$ cat config.mk
export PLATFORM = sky130hd
export DESIGN_NAME = redmule_ctx_scheduler
export DESIGN_NICKNAME = d
export VERILOG_FILES = /design/src/rtl/redmule_ctx_scheduler.sv
export SDC_FILE = /design/constraint.sdc
export NUM_CORES = 1
export LEC_CHECK = 0
export CELL_PAD_IN_SITES_DETAIL_PLACEMENT = 1
export CELL_PAD_IN_SITES_GLOBAL_PLACEMENT = 1
export CORE_MARGIN = 3
export CORE_UTILIZATION = 52
export DETAILED_ROUTE_END_ITERATION = 8
export HOLD_SLACK_MARGIN = 0.05
export PLACE_DENSITY_LB_ADDON = 0.1
export SETUP_SLACK_MARGIN = 0.15
export SYNTH_ARGS = -nofsm -noshare
export SYNTH_HDL_FRONTEND = slang
export SYNTH_SLANG_ARGS = --single-unit
$ cat constraint.sdc
create_clock -name clk_i -period 34.2 [get_ports clk_i]
set_clock_uncertainty 0.15 [all_clocks]
set_input_delay 5.13 -clock clk_i [delete_from_list [all_inputs] [get_ports clk_i]]
set_output_delay 5.13 -clock clk_i [all_outputs]
set_load 0.01 [all_outputs]
$ cat src/rtl/redmule_ctx_scheduler.sv
// Job front-end: stages a GEMM job, derives tiling on commit and queues it in a NumCtx-deep FWFT FIFO.
// Latency 18 cycles from commit to job_valid_o; commit_ready_o is low while calculating or while the FIFO is full.
module redmule_ctx_scheduler #(
    parameter int unsigned NumCtx      = 2,
    parameter int unsigned ArrayHeight = 4,
    parameter int unsigned PipeRegs    = 1,
    parameter int unsigned KTile       = 8,
    parameter int unsigned AddrW       = 32,
    localparam int unsigned CntW       = $clog2(NumCtx + 1)
) (
    input  logic               clk_i,
    input  logic               rst_i,
    input  logic               reg_we_i,
    input  logic [2:0]         reg_addr_i,
    input  logic [31:0]        reg_wdata_i,
    input  logic               commit_i,
    output logic               commit_ready_o,
    output logic               busy_o,
    output logic               err_o,
    output logic [CntW-1:0]    ctx_cnt_o,
    output logic               job_valid_o,
    input  logic               job_ready_i,
    output logic [3*AddrW-1:0] job_addr_o,
    output logic [47:0]        job_size_o,
    output logic [5:0]         job_cfg_o,
    output logic [63:0]        job_iters_o,
    output logic [25:0]        job_lftovr_o
);

    localparam int unsigned ArrayWidth = ArrayHeight * PipeRegs;
    localparam int unsigned MT         = $clog2(ArrayWidth);
    localparam int unsigned NT         = $clog2(ArrayHeight);
    localparam int unsigned KT         = $clog2(KTile);
    localparam int unsigned PtrW       = (NumCtx > 1) ? $clog2(NumCtx) : 1;

    typedef struct packed {
        logic [AddrW-1:0] z;
        logic [AddrW-1:0] w;
        logic [AddrW-1:0] x;
        logic [15:0]      k;
        logic [15:0]      n;
        logic [15:0]      m;
        logic [2:0]       op;
        logic [2:0]       fmt;
        logic [15:0]      tot_stores;
        logic [15:0]      k_iter;
        logic [15:0]      n_iter;
        logic [15:0]      m_iter;
        logic             n_small;
        logic             k_small;
        logic [7:0]       m_lft;
        logic [7:0]       n_lft;
        logic [7:0]       k_lft;
    } ctx_t;

    typedef enum logic [1:0] {IDLE, CALC, MUL, PUSH} state_e;

    state_e           state_q, state_d;
    logic [3:0]       mul_cnt_q;
    logic             err_q, err_d;
    logic             snap, push, pop;
    logic [AddrW-1:0] x_q, w_q, z_q;
    logic [15:0]      m_q, n_q, k_q;
    logic [2:0]       op_q, fmt_q;
    ctx_t             job_q;
    logic [15:0]      mcand_q, mplier_q;
    logic [15:0]      m_iter, n_iter, k_iter;
    logic             size_zero;
    ctx_t             mem_q [NumCtx];
    ctx_t             head;
    logic [PtrW-1:0]  wr_ptr_q, rd_ptr_q;
    logic [CntW-1:0]  cnt_q;

    function automatic logic [PtrW-1:0] ptr_inc(input logic [PtrW-1:0] p);
        return (p == PtrW'(NumCtx - 1)) ? '0 : p + PtrW'(1);
    endfunction

    always_ff @(posedge clk_i) begin
        if (rst_i) begin
            x_q <= '0; w_q <= '0; z_q <= '0;
            m_q <= '0; n_q <= '0; k_q <= '0;
            op_q <= '0; fmt_q <= '0;
        end else if (reg_we_i) begin
            case (reg_addr_i)
                3'd0: x_q <= AddrW'(reg_wdata_i);
                3'd1: w_q <= AddrW'(reg_wdata_i);
                3'd2: z_q <= AddrW'(reg_wdata_i);
                3'd3: begin m_q <= reg_wdata_i[15:0]; k_q <= reg_wdata_i[31:16]; end
                3'd4: n_q <= reg_wdata_i[15:0];
                3'd5: begin op_q <= reg_wdata_i[12:10]; fmt_q <= reg_wdata_i[9:7]; end
                default: ;
            endcase
        end
    end

    // Ceiling division by the tile size: whole tiles plus one partial tile if any remainder.
    assign m_iter    = (job_q.m >> MT) + 16'(|job_q.m[MT-1:0]);
    assign n_iter    = (job_q.n >> NT) + 16'(|job_q.n[NT-1:0]);
    assign k_iter    = (job_q.k >> KT) + 16'(|job_q.k[KT-1:0]);
    assign size_zero = (job_q.m == '0) || (job_q.n == '0) || (job_q.k == '0);

    always_ff @(posedge clk_i) begin
        if (snap) begin
            job_q.x <= x_q; job_q.w <= w_q; job_q.z <= z_q;
            job_q.m <= m_q; job_q.n <= n_q; job_q.k <= k_q;
            job_q.op <= op_q; job_q.fmt <= fmt_q;
        end
        if (state_q == CALC) begin
            job_q.m_iter     <= m_iter;
            job_q.n_iter     <= n_iter;
            job_q.k_iter     <= k_iter;
            job_q.m_lft      <= 8'(job_q.m[MT-1:0]);
            job_q.n_lft      <= 8'(job_q.n[NT-1:0]);
            job_q.k_lft      <= 8'(job_q.k[KT-1:0]);
            job_q.n_small    <= job_q.n < 16'(ArrayHeight);
            job_q.k_small    <= job_q.k < 16'(KTile);
            job_q.tot_stores <= '0;
            mcand_q          <= m_iter;
            mplier_q         <= k_iter;
        end
        if (state_q == MUL) begin
            if (mplier_q[0]) job_q.tot_stores <= job_q.tot_stores + mcand_q;
            mcand_q  <= mcand_q << 1;
            mplier_q <= mplier_q >> 1;
        end
    end

    always_ff @(posedge clk_i) begin
        if (rst_i) begin
            state_q   <= IDLE;
            mul_cnt_q <= '0;
            err_q     <= 1'b0;
        end else begin
            state_q   <= state_d;
            mul_cnt_q <= (state_q == MUL) ? mul_cnt_q + 4'd1 : '0;
            err_q     <= err_d;
        end
    end

    always_comb begin
        state_d = state_q;
        snap    = 1'b0;
        push    = 1'b0;
        err_d   = 1'b0;
        case (state_q)
            IDLE: if (commit_i && commit_ready_o) begin
                snap    = 1'b1;
                state_d = CALC;
            end
            CALC: if (size_zero) begin
                err_d   = 1'b1;
                state_d = IDLE;
            end else begin
                state_d = MUL;
            end
            MUL:  if (mul_cnt_q == 4'd15) state_d = PUSH;
            PUSH: begin
                push    = 1'b1;
                state_d = IDLE;
            end
            default: state_d = IDLE;
        endcase
    end

    assign pop = job_valid_o && job_ready_i;

    always_ff @(posedge clk_i) begin
        if (rst_i) begin
            wr_ptr_q <= '0;
            rd_ptr_q <= '0;
            cnt_q    <= '0;
        end else begin
            if (push) wr_ptr_q <= ptr_inc(wr_ptr_q);
            if (pop)  rd_ptr_q <= ptr_inc(rd_ptr_q);
            case ({push, pop})
                2'b10:   cnt_q <= cnt_q + CntW'(1);
                2'b01:   cnt_q <= cnt_q - CntW'(1);
                default: ;
            endcase
        end
    end

    always_ff @(posedge clk_i) begin
        if (push) mem_q[wr_ptr_q] <= job_q;
    end

    assign head           = mem_q[rd_ptr_q];
    assign commit_ready_o = (state_q == IDLE) && (cnt_q < CntW'(NumCtx));
    assign busy_o         = (state_q != IDLE);
    assign err_o          = err_q;
    assign ctx_cnt_o      = cnt_q;
    assign job_valid_o    = (cnt_q != '0);
    assign job_addr_o     = {head.z, head.w, head.x};
    assign job_size_o     = {head.k, head.n, head.m};
    assign job_cfg_o      = {head.op, head.fmt};
    assign job_iters_o    = {head.tot_stores, head.k_iter, head.n_iter, head.m_iter};
    assign job_lftovr_o   = {head.n_small, head.k_small, head.m_lft, head.n_lft, head.k_lft};

endmodule

==> impl_summary.txt <==
----------------------------------------------------
[Synth]
  Area fraction of the dominant cell type after synthesis ... 0.650
  Number of synthesized register bits ... ~850
  Number of synthesized flops with an enable pin ... 670
  Post-Synthesis Cells ... between 1.5k and 2k
  FFs w/ async S/R, synth ... 0
  Synth warn ... 0
  Top area cells in the synthesized netlist ... sky130_fd_sc_hd__edfxtp_1 65%, sky130_fd_sc_hd__dfxtp_1 12%, sky130_fd_sc_hd__mux2_2 8.4%, sky130_fd_sc_hd__nand2_1 3.8%, sky130_fd_sc_hd__a21oi_1 2.6%
  Avg Synthesized Cell Area ... around 16 um2
  Synth unique cells ... 55
  Cell type contributing the most total cell area after synthesis ... sky130_fd_sc_hd__edfxtp_1
  Register area share after synthesis ... 0.765
  Most instantiated flip-flop cell in the synthesis netlist ... sky130_fd_sc_hd__edfxtp_1
  Netlist area before placement ... slightly above 30,000 um2

[GRT]
  First-pass GRT wire length ... between 100 and 150 mm
  GRT Resource Usage Total ... 0.230
  Initial antenna violation count ... 5
  Maximum number of pins on one net before global-route repair ... 150
  Global route total overflow ... 0
  Via count of the first global-routing pass ... between 15k and 20k

[Clocking]
  Total number of clock tree sinks ... 849
  Clock latency on the worst-skew pair ... slightly above 0.6 ns
  Resize count post-CTS ... 0
  H-tree depth ... 3
  CTS tree ... yes
  Clock Tree Root ... sky130_fd_sc_hd__clkbuf_16
  Number of buffers added by the clock tree synthesis step ... 84
  Number of hold-repair buffers added at the cts stage ... 0
  Clock Pin Slew Worst Setup and Hold Paths ... ~0.060 ns
  Post CTS Setup Buffer Count ... 0
  Clock Tree Buf Depth ... 3

[Critical path]
  Logic depth of the worst setup path including buffers ... 4
  Crit Path Class ... reg -> out
  Data arrival at the endpoint of the critical path ... 3.73 ns
  CP startpoint kind ... flip-flop
  Critical-path top delay cell ... sky130_fd_sc_hd__buf_4
  Crit Path Max Fanout ... between 70 and 80
  CP Buf/Inv Count ... 3
  Worst stage delay on the critical path ... 0.84 ns
  Kind of end point of the critical path ... output pin
  Crit path required time ... around 29 ns
  Cell seen most often among critical-path stages ... sky130_fd_sc_hd__buf_4
  Cells on worst reg2reg path ... 5
  Cell Chain, Critical Path ... buf_4, buf_4, mux2_2, clkdlybuf4s50_1
  Kind of cell with the highest combined delay on the critical path ... buffers and inverters

[Routing]
  Drt wl/cell ... 23.7 um
  Starting DRC count in detailed routing ... roughly 850
  DR WL met3 ... 3.45 mm
  Length of routed met2 wiring ... 37.7 mm
  Detailed-routing iteration count for the pre-antenna-repair pass ... 5
  Total via count after detailed routing ... about 17k
  Final wirelength ... roughly 73 mm
  Detail Route Antenna Nets ... 0
  Average vias per placed instance ... around 5.5
  Total routed wire length on the met1 layer ... about 30 mm
  Highest metal layer with signal wires ... met5
  Remaining design rule violation count ... 0

[Timing]
  Number of hold violations in the final report ... 0
  Final Hold Slack ... ~0.27 ns
  Tightest Pin Transition ... 1.26 ns
  Setup TNS ... 0 ns
  Period utilization ... 0.263
  Endpoints failing setup ... 0
  Tmin final ... approximately 9.0 ns
  Max Freq ... between 100 and 150 MHz
  Worst slew margin ... 0.160
  RSZ-0062 raised after global routing ... false
  Pins Over Slew Limit ... 0

[Die]
  Number of I/O pins ... between 200 and 300
  Chip height ... ~250 um
  Chip width ... 250 um
  Site row count ... between 80 and 90
  Area enclosed by the die boundary ... approximately 63,000 um2
  Core footprint ... 58,400 um2
  Effective utilization at floorplan ... 0.531

[Cells and area]
  Most common cell after layout, fill and taps aside ... sky130_fd_sc_hd__edfxtp_1
  Layout Area Growth over Synthesis ... 19.9%
  Net count reported at finish ... 2,308
  Share of post-route cells with drive strength above 1 ... 0.174
  Highest-count cells in the layout ignoring fill and taps ... 670 x sky130_fd_sc_hd__edfxtp_1, 316 x sky130_fd_sc_hd__nand2_1, 263 x sky130_fd_sc_hd__clkdlybuf4s50_1, 232 x sky130_fd_sc_hd__mux2_2, 178 x sky130_fd_sc_hd__dfxtp_1
  Non-Filler Instances ... between 3k and 4k
  Core occupancy in the finished layout ... 0.636
  Final design area excluding fillers ... between 30,000 and 40,000 um2

[Placed design]
  Area after DPL ... ~34,000 um2
  Routability Congestion ... 0.776
  Cell total after placement ... about 2.9k
  Number of buffers added on ports ... about 260
  Hpwl dp ... 46.7 mm

[Pwr]
  Peak supply drop ... just under 0.05 mV
  Power density over cell area ... approximately 62 nW/um2
  Leakage power summed over all cells ... about 0.012 uW

[Run status]
  Result of the run ... finished clean

[Min path]
  Path class of the lowest-slack min-delay path ... reg -> reg
  WHS Path Cells ... 0

[Job]
  Count of maximum capacitance violations ... 0

----------------------------------------------------
-- flip-flops by register name, indices dropped and copies added (netlist names), named ones only --
| register | flops |
|---|---|
| state_q | 1 |
| op_q | 3 |
| n_q | 16 |
| ctx_cnt_o | 2 |
| z_q | 32 |
| job_q | 219 |
| k_q | 16 |
| mul_cnt_q | 4 |
| fmt_q | 3 |
| w_q | 32 |
| mcand_q | 16 |
| rd_ptr_q | 1 |
| err_o | 1 |
| x_q | 32 |
| m_q | 16 |
| wr_ptr_q | 1 |
| mplier_q | 14 |
| mem_q | 438 |
-- synthesized netlist by cell type (2+ instances only) --
cell type                    n
sky130_fd_sc_hd__and4_1      7
sky130_fd_sc_hd__or2_2       3
sky130_fd_sc_hd__xor2_1     18
sky130_fd_sc_hd__a21oi_1   160
sky130_fd_sc_hd__o21ai_1     5
sky130_fd_sc_hd__buf_4      21
sky130_fd_sc_hd__mux2_2    232
sky130_fd_sc_hd__o21ai_0    17
sky130_fd_sc_hd__a211oi_1    5
sky130_fd_sc_hd__nor3_1      3
sky130_fd_sc_hd__nand3_2     3
sky130_fd_sc_hd__inv_1      11
sky130_fd_sc_hd__ha_1       28
sky130_fd_sc_hd__edfxtp_1  670
sky130_fd_sc_hd__a31oi_1     2
sky130_fd_sc_hd__nor4_1      9
sky130_fd_sc_hd__buf_2      36
sky130_fd_sc_hd__buf_1       4
sky130_fd_sc_hd__and2_1      7
sky130_fd_sc_hd__nand4_1     5
sky130_fd_sc_hd__nand2b_1    2
sky130_fd_sc_hd__xnor2_1    35
sky130_fd_sc_hd__clkbuf_1   42
sky130_fd_sc_hd__mux2i_1     7
sky130_fd_sc_hd__nand2_1   316
sky130_fd_sc_hd__and3_1     11
sky130_fd_sc_hd__a31o_2      3
sky130_fd_sc_hd__nor3_2      2
sky130_fd_sc_hd__nor2_1     36
sky130_fd_sc_hd__o21bai_1    2
sky130_fd_sc_hd__nor2b_1     3
sky130_fd_sc_hd__a21o_1      5
sky130_fd_sc_hd__nand3_1    30
sky130_fd_sc_hd__dfxtp_1   179
sky130_fd_sc_hd__a22o_1     13
sky130_fd_sc_hd__a41oi_2     2
sky130_fd_sc_hd__o211ai_2    2
-- report_power, final --
group | internal (uW) | switching [uW]
Sequential | 1190 | 37.6
Clock | 551 | 376
Combinational | 63.8 | 96.9
-- kinds of logic (layout without fill, tap and decap cells) --
logic type	Yosys count	count (layout)	synth area share
flops	849	849	0.765
simple gates	445	445	0.0619
mux	239	239	0.0866
compound gates	223	223	0.0412
buf+inv	115	452	0.0179
xor+xnor	53	53	0.0150
fa+ha+maj	29	29	0.0120
other cells	1	24	0.000121
-- metrics by stage --
stage	total power [uW]	setup WS, ns
after floorplan	1330	23.46
after global placement	1400	25.93
after detailed placement	1410	25.74
after CTS	2330	25.04
after global routing	2390	24.94
final	2310	25.19
-- per-layer routing --
layer  up-vias  GRT usage
li1       7723          -
met1      8675      0.293
met2       389      0.403
met3       119     0.0451
met4         4     0.0686
met5         -          0
-- layout make-up --
| class | count | area (um2) |
|---|---|---|
| multi-input combinational | 1010 | 6810 |
| clock buffer | 131 | 2470 |
| clock inverter | 27 | 330 |
| inverter | 12 | 45.0 |
| antenna | 3 | 7.51 |
| timing repair buffer | 282 | 2790 |
| sequential | 849 | 23700 |
| tap | 765 | 957 |
| fill | 5249 | 21200 |
-- worst paths after layout --
path               from  slack, ns             end
min              z_q[1]       0.27      job_q[209]
max           flip-flop      25.19  job_addr_o[37]
min reg2reg      z_q[1]       0.27      job_q[209]
max reg2reg  state_q[0]      30.38   mem_q[0][130]
(Power assumes the default switching activity.)
